==> src/rtl/pwm_hbridge_pkg.sv <==
// Shared drive-state encoding and gate mapping for the H-bridge PWM channel.
package pwm_hbridge_pkg;

   typedef enum logic [1:0] {
      COAST = 2'b00,
      CCW   = 2'b01,
      CW    = 2'b10,
      BRAKE = 2'b11
   } drive_t;

   // Per-FET gate pattern for a bridge drive state.
   function automatic logic [3:0] gate_map(input drive_t s);
      logic [3:0] g;
      case (s)
         COAST:   g = 4'b0000;
         CCW:     g = 4'b0110;
         CW:      g = 4'b1001;
         default: g = 4'b0101;
      endcase
      return g;
   endfunction

endpackage

==> src/rtl/pwm_deadtime.sv <==
// Deadtime insertion: every drive-state change is preceded by DEADTIME coast cycles.
module pwm_deadtime
   import pwm_hbridge_pkg::*;
#(
   parameter int unsigned DEADTIME = 8
) (
   input  logic       i_clk,
   input  logic       i_rst_n,
   input  drive_t     i_qual,
   output logic [1:0] o_pwmout,
   output logic [3:0] o_pwmout4
);

   localparam int unsigned   DTW     = (DEADTIME < 2) ? 1 : $clog2(DEADTIME + 1);
   localparam logic [DTW-1:0] DT_LOAD = DTW'(DEADTIME);

   drive_t         r_last;
   logic [DTW-1:0] r_dt;
   drive_t         w_out;

   // Requests arriving while the timer runs are not queued; the input is
   // simply compared again once the timer has expired.
   always_ff @(posedge i_clk or negedge i_rst_n) begin
      if (!i_rst_n) begin
         r_last <= COAST;
         r_dt   <= '0;
      end else if (r_dt == '0) begin
         if (i_qual != r_last) begin
            r_last <= i_qual;
            r_dt   <= DT_LOAD;
         end
      end else begin
         r_dt <= r_dt - 1'b1;
      end
   end

   assign w_out     = (r_dt == '0) ? r_last : COAST;
   assign o_pwmout  = w_out;
   assign o_pwmout4 = gate_map(w_out);

endmodule

==> src/rtl/pwm_hbridge.sv <==
// H-bridge PWM channel: period counter, double-buffered duty, current limit,
// drive qualification; deadtime handled by pwm_deadtime.
module pwm_hbridge
   import pwm_hbridge_pkg::*;
#(
   parameter int unsigned WIDTH    = 8,
   parameter int unsigned DEADTIME = 8,
   parameter int unsigned CLIP_EN  = 0,
   parameter int unsigned PWM_MIN  = 3,
   parameter int unsigned PWM_MAX  = 2**WIDTH - 5
) (
   input  logic             clk,
   input  logic             rst_n,
   input  logic             pwmcntce,
   input  logic             pwmldce,
   input  logic [WIDTH-1:0] wrtdata,
   input  logic             centermode,
   input  logic             invertpwm,
   input  logic             enablepwm,
   input  logic             run,
   input  logic             currentlimit,
   output logic [1:0]       pwmout,
   output logic [3:0]       pwmout4,
   output logic             cyclestart,
   output logic             limitflag
);

   localparam logic [WIDTH-1:0] CNT_MAX = '1;
   localparam logic [WIDTH-1:0] MIN_V   = WIDTH'(PWM_MIN);
   localparam logic [WIDTH-1:0] MAX_V   = WIDTH'(PWM_MAX);

   logic [WIDTH-1:0] r_cnt;
   logic             r_down;
   logic             r_center;
   logic [WIDTH-1:0] r_duty_hold;
   logic [WIDTH-1:0] r_duty_sync;
   logic             r_seo;
   logic             r_limit;

   logic [WIDTH-1:0] w_duty_in;
   logic             w_bnd;
   logic             w_p;
   drive_t           w_qual;

   always_comb begin
      w_duty_in = wrtdata;
      if (CLIP_EN != 0) begin
         if (wrtdata < MIN_V)      w_duty_in = MIN_V;
         else if (wrtdata > MAX_V) w_duty_in = MAX_V;
      end
   end

   // In center mode r_down records the direction of the step that produced
   // r_cnt, so reaching 0 on the way down marks the boundary.
   assign w_bnd = pwmcntce & (r_center ? (r_down & (r_cnt == '0)) : (r_cnt == CNT_MAX));

   always_ff @(posedge clk or negedge rst_n) begin
      if (!rst_n) begin
         r_cnt       <= '0;
         r_down      <= 1'b0;
         r_center    <= 1'b0;
         r_duty_hold <= '0;
         r_duty_sync <= '0;
      end else begin
         if (pwmldce) r_duty_hold <= w_duty_in;
         if (w_bnd) begin
            r_duty_sync <= r_duty_hold;
            r_center    <= centermode;
         end
         if (pwmcntce) begin
            if (w_bnd) begin
               // Staying in center mode skips the already-visited 0; any
               // other transition starts the new period at 0.
               r_cnt  <= (r_center & centermode) ? WIDTH'(1) : '0;
               r_down <= 1'b0;
            end else if (!r_center) begin
               r_cnt <= r_cnt + 1'b1;
            end else if (!r_down) begin
               if (r_cnt == CNT_MAX) begin
                  r_cnt  <= r_cnt - 1'b1;
                  r_down <= 1'b1;
               end else begin
                  r_cnt <= r_cnt + 1'b1;
               end
            end else begin
               r_cnt <= r_cnt - 1'b1;
            end
         end
      end
   end

   always_ff @(posedge clk or negedge rst_n) begin
      if (!rst_n) begin
         r_seo   <= 1'b0;
         r_limit <= 1'b0;
      end else begin
         r_seo   <= (r_cnt < r_duty_sync) & ~r_limit & ~currentlimit;
         r_limit <= currentlimit | (r_limit & ~w_bnd);
      end
   end

   assign w_p = r_seo ^ invertpwm;

   always_comb begin
      w_qual = COAST;
      if (!run)           w_qual = BRAKE;
      else if (enablepwm) w_qual = w_p ? CCW : CW;
   end

   pwm_deadtime #(
      .DEADTIME (DEADTIME)
   ) u_deadtime (
      .i_clk     (clk),
      .i_rst_n   (rst_n),
      .i_qual    (w_qual),
      .o_pwmout  (pwmout),
      .o_pwmout4 (pwmout4)
   );

   assign cyclestart = w_bnd;
   assign limitflag  = r_limit;

endmodule

==> config.mk <==
export PLATFORM = sky130hd
export DESIGN_NAME = pwm_hbridge
export DESIGN_NICKNAME = d
export VERILOG_FILES = /design/src/rtl/pwm_hbridge_pkg.sv /design/src/rtl/pwm_deadtime.sv /design/src/rtl/pwm_hbridge.sv
export SDC_FILE = /design/constraint.sdc
export NUM_CORES = 1
export LEC_CHECK = 0
export BUFFER_PORTS_ARGS = -buffer_cell sky130_fd_sc_hd__buf_2
export CAP_MARGIN = 20
export CORE_ASPECT_RATIO = 0.8
export CORE_MARGIN = 2
export CORE_UTILIZATION = 50
export DETAILED_ROUTE_END_ITERATION = 8
export GPL_TIMING_DRIVEN = 0
export PLACE_DENSITY = 0.7
export SYNTH_ARGS = -nofsm -noshare
export SYNTH_HDL_FRONTEND = slang
export SYNTH_HIERARCHICAL = 1
export SYNTH_SLANG_ARGS = --single-unit
==> constraint.sdc <==
create_clock -name clk -period 6 [get_ports clk]
set_clock_uncertainty 0.15 [all_clocks]
set_input_delay 0 -clock clk [delete_from_list [all_inputs] [get_ports clk]]
set_output_delay 0 -clock clk [all_outputs]
set_load 0.1 [all_outputs]
==> results by group, run 1 <==
Final layout
  • Area grow syn2layout: 21.1%
  • NumNets Final: 268
  • ANT cells: 0
  • Final core utilization: 63.8%
  • Share of layout cells above drive strength 1: 25.1%

Synthesis
  • Syn. warnings: 6
  • Netlist Area Pre-Place: 0.00202 mm2
  • Area leader, netlist: dfrtp_1
  • Mean Syn Cell Area: 10.2 um2
  • Post-synth EDFFs: 0
  • Seq/Total Area, Yosys: 42.2%
  • Yosys cell types: 54
  • Syn nets: 223
  • Top_reg_cell synth: dfrtp_1
  • Share of synthesized registers carrying an async set or reset: 100%
  • Ranking of synthesized cells by area: dfrtp_1, mux2_2, ha_1
  • Mapped Cells: 197
  • Yosys reg bits: 34
  • Top-area cell type share of the netlist area: 42.2%

Timing
  • Final Hold Fails: 0
  • Worst Tran Pin Value: 732 ps
  • Min Clock Period, post-route: 2980 ps
  • F_max: 335 MHz
  • RSZ-0062 raised after global routing: false
  • Final setup TNS: 0 ps
  • Slew headroom: 51.2%
  • Final Max Tran Viols: 0
  • Final critical-path share of the clock period: 49.7%
  • Final setup violating endpoints: 0

Power
  • Standby leakage power: 0.00106 uW
  • Maximum vdd ir drop: 0.267 mV
  • PD cells: 364 mW/mm2

Placement
  • Port buffer count: 23
  • Gpl congestion: 0.884
  • Post-DP HPWL: 2900 um

CTS
  • Clk Latency, worst-skew pair: 280 ps
  • CTS Buffer Depth: 2
  • # clock sinks: 34
  • CTS tree: built
  • Post-CTS setup buffer count: 0
  • Root Driver: clkbuf_8
  • Post-CTS Resized: 0
  • H-tree Lvls: 2
  • CTS Buf Count: 5
  • Post-CTS Hold Fix Bufs: 15
  • Reg clk slew, reported paths: 70 ps

Setup path
  • CP Launch Type: flip-flop
  • Critical-path maximum fanout: 10
  • Critical Path RT: 5850 ps
  • WS Path Type: flip-flop to output pin
  • Worst Setup End Kind: output pin
  • Crit path DAT: 2830 ps

Floorplan
  • Placement Rows: 20
  • DIE HEIGHT: 60.8 um
  • IO Count: 25
  • Initial cell density of the core: 52.7%
  • Die area: 0.00456 mm2
  • Die X: 75.0 um
  • Core area: 0.00383 mm2

Hold path
  • Tightest Hold Check Type: input pin to flip-flop

Detailed routing
  • Drt total wl: 4060 um
  • Vias per inst: 5.25
  • Via count: 1565
  • 1st-iter DRT viols: 85
  • Wire per inst: 13.6 um
  • Pre-Repair DR Iteration Count: 5
  • DRC Markers: 0
  • Antenna-violating nets left: 0

Run status
  • Run status: finished, final reports clean

Global route
  • Tot GR Track Use: 19.4%
  • Grt total ovfl: 0
  • First-pass GRT wire length: 6500 um
  • Initial antenna violation count: 0
  • Number of global-route vias before repair: 1409
  • Largest net degree at the start of global routing: 35

Flow run
  • Max Cap Viol: 0
power by group:
group          leakage, uW  internal (uW)  switching (uW)  total [uW]
Clock            0.0000482           92.4            78.3         171
Combinational     0.000586            137             241         379
Sequential        0.000425            277            63.5         340
cell usage in the layout, fill, tap and decap left out, types with 3 or more instances in the layout:
master,synthesis,layout
nand3_1,5,5
dfrtp_1,34,34
buf_2,1,24
ha_1,9,9
clkbuf_1,8,9
a21o_1,3,3
o21ai_0,11,11
nand2_1,14,14
xnor2_1,3,3
clkbuf_8,0,6
a21oi_1,12,12
nand4_1,4,4
xor2_1,4,4
dlygate4sd3_1,0,15
mux2_4,6,6
mux2_2,12,12
nor3_1,3,3
nor2_1,8,8
inv_1,13,13
synth_stat cells, drive strengths merged (2+ instances only):
| cell | instances |
|---|---|
| inv | 13 |
| and3 | 2 |
| clkbuf | 8 |
| buf | 5 |
| nor2 | 8 |
| o21a | 2 |
| xor2 | 4 |
| and2b | 2 |
| xnor2 | 3 |
| nor3 | 4 |
| dfrtp | 34 |
| o21ai | 11 |
| a21o | 3 |
| nand3b | 2 |
| or3 | 2 |
| mux2 | 18 |
| nand3 | 5 |
| nand2b | 2 |
| o311ai | 2 |
| nand4 | 4 |
| nor4 | 2 |
| nand2 | 15 |
| a21oi | 12 |
| o31ai | 2 |
| ha | 9 |
| and2 | 2 |
final cells by class:
class	instances	area (um2)
timing repair buffer	38	265
inverter	14	53.8
tap	55	68.8
sequential	34	851
fill	322	1390
buffer	13	81.3
multi-input combinational	136	1030
clock buffer	7	86.3
clock inverter	1	5.00
worst paths after layout:
check                                                      end                  from  slack (ps)  cells past startpoint
worst max-delay path                                cyclestart  r_cnt[1]$_DFFE_PN0P_        3020                      9
worst min-delay path                r_duty_hold[0]$_DFFE_PN0P_               pwmldce          80                      2
worst max register to register             limitflag$_DFF_PN0_  r_cnt[1]$_DFFE_PN0P_        3110                      8
worst min register to register                 r_seo$_DFF_PN0_   limitflag$_DFF_PN0_         350                      1
max in group asynchronous       u_deadtime/r_dt[0]$_DFFE_PN0P_                 rst_n        5060                      2
min in group asynchronous                 r_cnt[0]$_DFFE_PN0P_                 rst_n         160                      2
state kept, by name, summed over array words and instances, names as in the netlist:
name and flops:
u_deadtime/r_last 2, r_duty_hold 8, r_center 1, limitflag 1, r_cnt 8, r_down 1
r_duty_sync 8, u_deadtime/r_dt 4, r_seo 1
critical path, stage by stage, from the launching register on:
cell and delay [ps]:
dfrtp_1 540, ha_1 210, clkbuf_1 300, nand3_1 140, or3_1 400, a21bo_1 220
nand2_2 80, clkinv_2 80, buf_12 140, buf_2 430
through the flow:
stage	total power (uW)	cell area [um2]	std cells	hold WS (ps)	setup WS, ps
2_1_floorplan	638	2020	197	-446	3420
3_3_place_gp	709	2200	275	-31.0	3350
3_5_place_dp	714	2200	275	-36.0	3340
4_1_cts	893	2440	298	91.3	3030
5_1_grt	948	2440	298	107	2840
6_report	890	2440	298	83.1	3020
logic make-up after synthesis:
kind of cell             count (synthesis)  share of synthesized area (%)
flip-flops                              34                           42.2
multiplexers                            19                           11.7
adder cells (fa/ha/maj)                  9                           5.58
AND/OR/NAND/NOR                         58                           17.2
XOR/XNOR                                 7                           3.04
AO/OA/AOI/OAI                           43                           13.7
buffers and inverters                   27                           6.70
routing by layer:
layer  track usage (%)  routed length [um]  vias to the layer above
met5                 0                   0                        -
met4              6.12                  48                        0
met3              4.49                 167                        7
met2              30.5                1820                       49
met1              26.9                2020                      721
li1                  -                   -                      788
Power figures use the tool's default switching activity.
==> run 2, diff against run 1 <==
Settings changed: PLACE_DENSITY 0.7 to 0.73.
Clock period 6 ns to 2.69 ns, I/O delays scaled along.
==> run 2 against run 1 <==
Compared with the run above: sequential cell count is the same; setup slack got worse by 2900 ps; clock power grew to 2.6 times the previous value; register-to-register slack worse by 2900 ps; final area increased by 1.2%; sequential power grew 130%; critical path depth decreased by 1; cell count shrank 0.34%; count of clock-buffer cells in the layout unchanged; largest power group unchanged; routed wire length rose by 2.2%; combinational power up 120%; core utilization up 0.75 points.
==> results by group, run 2 (synthesis results as in run 1) <==
Run status
  • Run status: finished, final reports clean

Floorplan
  • Core area: 0.00383 mm2 (unchanged)
  • Placement Rows: 20 (unchanged)
  • Die X: 75.0 um (unchanged)
  • Initial cell density of the core: 52.7% (unchanged)
  • IO Count: 25 (unchanged)
  • DIE HEIGHT: 60.8 um (unchanged)
  • Die area: 0.00456 mm2 (unchanged)

Detailed routing
  • Via count: 1625 (+3.8%)
  • Wire per inst: 14.0 um (+2.6%)
  • Vias per inst: 5.47 (+4.2%)
  • Drt total wl: 4150 um (+2.2%)
  • DRC Markers: 0 (unchanged)
  • Antenna-violating nets left: 0 (unchanged)
  • Pre-Repair DR Iteration Count: 4 (-1)
  • 1st-iter DRT viols: 126 (+48%)

Setup path
  • WS Path Type: flip-flop to output pin
  • CP Launch Type: flip-flop
  • Crit path DAT: 2410 ps (-420 ps)
  • Critical-path maximum fanout: 10 (unchanged)
  • Critical Path RT: 2540 ps (-3310 ps)
  • Worst Setup End Kind: output pin

Final layout
  • FILL cells: 303 (-5.9%)
  • Area of the multi-input gates: 0.00103 mm2 (+0.24%)
  • Most common cell after layout, fill and taps aside: dfrtp_1
  • NumNets Final: 267 (-0.37%)
  • Share of layout cells above drive strength 1: 26.0% (+0.93 points)
  • Post-route cell area: 0.00247 mm2 (+1.2%)
  • Largest regs: r_cnt (8), r_duty_hold (8), r_duty_sync (8)
  • Finished Layout Cells: 297 (-0.34%)
  • Register area: 852 um2 (+0.15%)
  • Most frequent cells in the layout: dfrtp_1, buf_2, nand2_1, dlygate4sd3_1, inv_1
  • ANT cells: 0 (unchanged)
  • Area grow syn2layout: 22.5%

Timing
  • Final Hold Fails: 0 (unchanged)
  • Min Clock Period, post-route: 2560 ps
  • Final critical-path share of the clock period: 95.1%
  • Final Max Tran Viols: 0 (unchanged)
  • Final setup violating endpoints: 0 (unchanged)
  • Slew headroom: 49.6% (-1.6 points)
  • Worst Tran Pin Value: 756 ps (+23.3 ps)
  • F_max: 391 MHz

CTS
  • CTS Buffer Depth: 2 (unchanged)
  • H-tree Lvls: 2 (unchanged)
  • Root Driver: clkbuf_8
  • Reg clk slew, reported paths: 70 ps (about the same)
  • CTS Buf Count: 5 (unchanged)
  • CTS tree: built
  • # clock sinks: 34 (unchanged)
  • Clk Latency, worst-skew pair: 280 ps (about the same)

Hold path
  • Tightest Hold Check Type: input pin to flip-flop

Placement
  • Post-DP HPWL: 2900 um (+0.12%)
  • Gpl congestion: 0.848 (-4.1%)
  • Placed Area: 0.00220 mm2 (unchanged)
  • Port buffer count: 23 (unchanged)
  • Placed Cells: 275 (unchanged)

Flow run
  • Max Cap Viol: 0 (unchanged)

Global route
  • Tot GR Track Use: 19.8% (+0.42 points)
  • Initial antenna violation count: 0 (unchanged)
  • Largest net degree at the start of global routing: 35 (unchanged)
  • Number of global-route vias before repair: 1536 (+9.0%)
  • First-pass GRT wire length: 6800 um (+4.7%)
  • Grt total ovfl: 0 (unchanged)

Power
  • PD cells: 837 mW/mm2 (+130%)
  • Maximum vdd ir drop: 0.628 mV (+140%)
  • Standby leakage power: 0.00107 uW (+1.2%)
==> run 2: cell types whose count changed in the layout (fill, tap and decap cells not counted), sizes merged <==
| cell | before | now |
|---|---|---|
| buf | 28 | 30 |
| bufinv | 0 | 1 |
| clkbuf | 15 | 13 |
| clkinv | 2 | 1 |
| dlygate4sd3 | 15 | 14 |
==> run 2: report_power, final <==
| part | internal (uW) | switching (uW) |
|---|---|---|
| Clock | 277 | 173 |
| Sequential | 618 | 150 |
| Combinational | 311 | 540 |
==> run 2: layout make-up <==
cell class | count | share of cell area [%]
inverter | 14 | 2.18
clock buffer | 7 | 3.09
tap | 55 | 2.78
timing repair buffer | 38 | 11.2
multi-input combinational | 136 | 41.9
sequential | 34 | 34.5
clock inverter | 1 | 1.21
buffer | 12 | 3.19
==> run 2: routing by layer <==
metal | GRT usage, % | up-vias | wire [um]
met3 | 4.65 | 4 | 277
met4 | 4.85 | 0 | 25
met2 | 31.3 | 60 | 1920
met5 | 0 | - | 0
li1 | - | 793 | -
met1 | 27.9 | 768 | 1930
==> run 2: through the flow <==
stage	setup WS (ps)	power [uW]	hold slack, ps	TNS (ps)	util (%)
global placement	34.8	1580	-35.9	0	57.5
floorplan	110	1420	-446	0	-
detailed placement	50.4	1600	-34.0	0	57.5
CTS	16.2	2070	76.7	0	64.3
finish	131	2070	80.0	0	64.6
global route	-26.9	2220	100	-26.9	64.6
==> run 2: final timing paths <==
kind / end / cells past startpoint / start / slack (ps)
max in group asynchronous: r_cnt[1]$_DFFE_PN0P_ / 2 / rst_n / 1700
max reg2reg: r_duty_sync[2]$_DFFE_PN0P_ / 8 / r_cnt[1]$_DFFE_PN0P_ / 170
min: r_duty_hold[0]$_DFFE_PN0P_ / 2 / pwmldce / 80
max: cyclestart / 8 / r_cnt[1]$_DFFE_PN0P_ / 130
min in group asynchronous: r_cnt[0]$_DFFE_PN0P_ / 2 / rst_n / 170
min reg2reg: r_duty_hold[0]$_DFFE_PN0P_ / 1 / r_duty_hold[0]$_DFFE_PN0P_ / 360
==> run 2: repair_timing <==
item / 4_1_cts / 5_1_grt
hold endpoints to repair: 49 / 0
endpoints found under the setup margin: 1 / 7
hold buffers: 14 / 0
pin swaps: 0 / 1
buffers inserted: 0 / 1
resized for setup: 5 / 3
==> run 2: worst max-delay path, cell delays in order, from the launching register on <==
cell	delay, ps
dfrtp_2	470
ha_1	380
nand3_1	160
or3_1	410
a21bo_1	230
nand2_2	70
clkinv_2	80
buf_12	140
buf_12	180
==> run 3, diff against run 2 <==
Settings changed: CORE_UTILIZATION 50 to 52, PLACE_DENSITY 0.73 to 0.76.
==> run 3 against run 2 <==
Compared with the run above: sequential power is 1% lower; largest power group unchanged; register-to-register slack worse by 20 ps; clock power is 25% higher; critical path depth stayed put; combinational power is 0.6% higher; final area is 0.76% higher; global-route usage is 0.44 points higher; non-clock buffer count stayed put; highest routed layer unchanged; count of clock-buffer cells in the layout is 2 lower; sequential share of layout area is 0.31 points lower; sequential cell count stayed put.
==> results by group, run 3 (synthesis results as in run 1) <==
Floorplan
  • Placement Rows: 20 (unchanged)
  • Core area: 0.00375 mm2 (-2.0%)
  • Die area: 0.00440 mm2 (-3.6%)
  • Initial cell density of the core: 53.8% (+1.1 points)
  • DIE HEIGHT: 59.7 um (-1.8%)
  • IO Count: 25 (unchanged)
  • Die X: 73.7 um (-1.8%)

Detailed routing
  • Wire per inst: 14.3 um (+2.7%)
  • DRC Markers: 0 (unchanged)
  • 1st-iter DRT viols: 51 (-60%)
  • Antenna-violating nets left: 0 (unchanged)
  • Via count: 1607 (-1.1%)
  • Pre-Repair DR Iteration Count: 4 (unchanged)
  • Vias per inst: 5.62 (+2.7%)
  • Drt total wl: 4100 um (-1.1%)

CTS
  • Root Driver: clkbuf_8
  • # clock sinks: 34 (unchanged)
  • CTS Buf Count: 5 (unchanged)
  • CTS tree: built
  • Clk Latency, worst-skew pair: 280 ps (about the same)
  • Reg clk slew, reported paths: 70 ps (about the same)
  • CTS Buffer Depth: 2 (unchanged)
  • H-tree Lvls: 2 (unchanged)

Setup path
  • Critical-path maximum fanout: 10 (unchanged)
  • Max incr delay on CP: 540 ps (+70 ps)
  • Crit path buf inv count: 3 (unchanged)
  • CP most frequent cell: buf_12
  • Critical path's slowest cell: dfrtp_1
  • Worst Setup End Kind: output pin
  • Critical Path RT: 2540 ps (about the same)
  • Worst r2r dst: r_duty_sync[6]$_DFFE_PN0P_
  • Worst R2R Setup Slack: 150 ps (-20 ps)
  • FF-to-FF Start: r_cnt[1]$_DFFE_PN0P_
  • CP Cell Sequence: ha_2 -> nand3_1 -> or3_1 -> a21bo_1 -> nand2_2 -> clkinv_2 -> buf_12 -> buf_12
  • CP Launch Type: flip-flop
  • Reg2reg path depth: 8 (unchanged)
  • Critical path's top delay family: simple AND/OR/NAND/NOR gates
  • Crit path DAT: 2440 ps (+30 ps)
  • WS Path Type: flip-flop to output pin

Global route
  • Number of global-route vias before repair: 1468 (-4.4%)
  • Tot GR Track Use: 20.3% (+0.44 points)
  • Largest net degree at the start of global routing: 35 (unchanged)
  • Grt total ovfl: 0 (unchanged)
  • Initial antenna violation count: 0 (unchanged)
  • First-pass GRT wire length: 6780 um (-0.41%)

Timing
  • F_max: 387 MHz (-1.0%)
  • Final critical-path share of the clock period: 96.1% (+0.98 points)
  • Final setup violating endpoints: 0 (unchanged)
  • Min Clock Period, post-route: 2590 ps (+26.3 ps)
  • Slew headroom: 50.5% (+0.82 points)
  • Final setup TNS: 0 ps (unchanged)
  • Worst Tran Pin Value: 743 ps (-12.4 ps)
  • Final Hold Fails: 0 (unchanged)
  • Hold slack: 83.6 ps (+3.64 ps)
  • RSZ-0062 raised after global routing: false
  • Final Max Tran Viols: 0 (unchanged)

Hold path
  • Tightest Hold Check Type: input pin to flip-flop
  • Min-Delay Startpoint: pwmldce
  • Hold Path Stages: 2 (unchanged)
  • Worst hold endpoint: r_duty_hold[7]$_DFFE_PN0P_

Run status
  • Run status: finished, final reports clean

Placement
  • Port buffer count: 23 (unchanged)
  • Gpl congestion: 0.942 (+11%)
  • Post-DP HPWL: 2840 um (-2.1%)
  • Placed Area: 0.00219 mm2 (-0.62%)
  • Placed Cells: 264 (-4.0%)

Final layout
  • FILL cells: 297 (-2.0%)
  • Register area: 851 um2 (-0.15%)
  • Most frequent cells in the layout: dfrtp_1, buf_2, nand2_1, dlygate4sd3_1, inv_1
  • Area of the multi-input gates: 0.00104 mm2 (+0.24%)
  • Finished Layout Cells: 286 (-3.7%)
  • Share of layout cells above drive strength 1: 26.9% (+0.83 points)
  • ANT cells: 0 (unchanged)
  • Area grow syn2layout: 23.4%
  • Largest regs: r_cnt (8), r_duty_hold (8), r_duty_sync (8)
  • Most common cell after layout, fill and taps aside: dfrtp_1
  • NumNets Final: 267 (unchanged)
  • Post-route cell area: 0.00249 mm2 (+0.76%)

Power
  • Standby leakage power: 0.00109 uW (+1.4%)
  • PD cells: 875 mW/mm2 (+4.5%)
  • Maximum vdd ir drop: 0.540 mV (-14%)

Flow run
  • Max Cap Viol: 0 (unchanged)
run 3: area by class of cell:
cell class | count | share of cell area, %
Tap cell | 44 | 2.21
Buffer | 12 | 3.16
Multi-Input combinational cell | 136 | 41.6
Clock buffer | 5 | 2.76
Clock inverter | 3 | 2.76
Inverter | 14 | 2.16
Timing Repair Buffer | 38 | 11.2
Sequential cell | 34 | 34.2
run 3: power by group:
part | total [uW] | internal (uW) | switching [uW] | leakage [uW]
clock network | 562 | 371 | 191 | 0.0000683
logic | 857 | 312 | 545 | 0.000594
registers | 760 | 616 | 143 | 0.000425
run 3: worst reg2reg max path: cells and delay by family (launching register included):
family / cells / cell delay, ps
AOI/OAI and AO/OA: 1 / 230
and+or+nand+nor: 3 / 610
adders and majority gates: 1 / 370
muxes: 1 / 300
buffers and inverters: 2 / 220
DFF: 1 / 540
run 3: worst max-delay path by stage:
| stage | cells after the start | slack, ps | to | start |
|---|---|---|---|---|
| 6_report | 8 | 100 | cyclestart | r_cnt[1]$_DFFE_PN0P_ |
| 5_1_grt | 10 | 7 | cyclestart | r_cnt[0]$_DFFE_PN0P_ |
| 4_1_cts | 10 | 9 | cyclestart | r_cnt[0]$_DFFE_PN0P_ |
| 3_5_place_dp | 9 | 10 | cyclestart | r_cnt[1]$_DFFE_PN0P_ |
| 3_3_place_gp | 9 | 50 | cyclestart | r_cnt[1]$_DFFE_PN0P_ |
| 2_1_floorplan | 3 | 110 | pwmout4[1] | u_deadtime/r_dt[3]$_DFFE_PN0P_ |
run 3: repair_timing:
item / in CTS / in global routing
endpoints found under the hold margin: 49 / 0
pin swaps: 0 / 1
buffers inserted: 0 / 1
resized for setup: 5 / 3
hold buffers: 14 / 0
setup endpoints to repair: 3 / 7
run 3: routing by layer:
layer  GRT usage [%]  up-vias  share of wire, %
li1                -      789                 -
met1            29.0      751                48
met2            31.6       65                45
met3            4.72        2               6.2
met4            4.68        0              0.27
met5               0        -                 0
run 3: metrics by stage:
stage / setup slack [ps] / power (uW) / utilization (%)
floorplan: 110 / 1420 / -
global placement: 51.3 / 1580 / 58.3
detailed placement: 14.4 / 1600 / 58.3
CTS: 8.88 / 2190 / 66.0
global route: 7.30 / 2310 / 66.4
finish: 104 / 2180 / 66.4
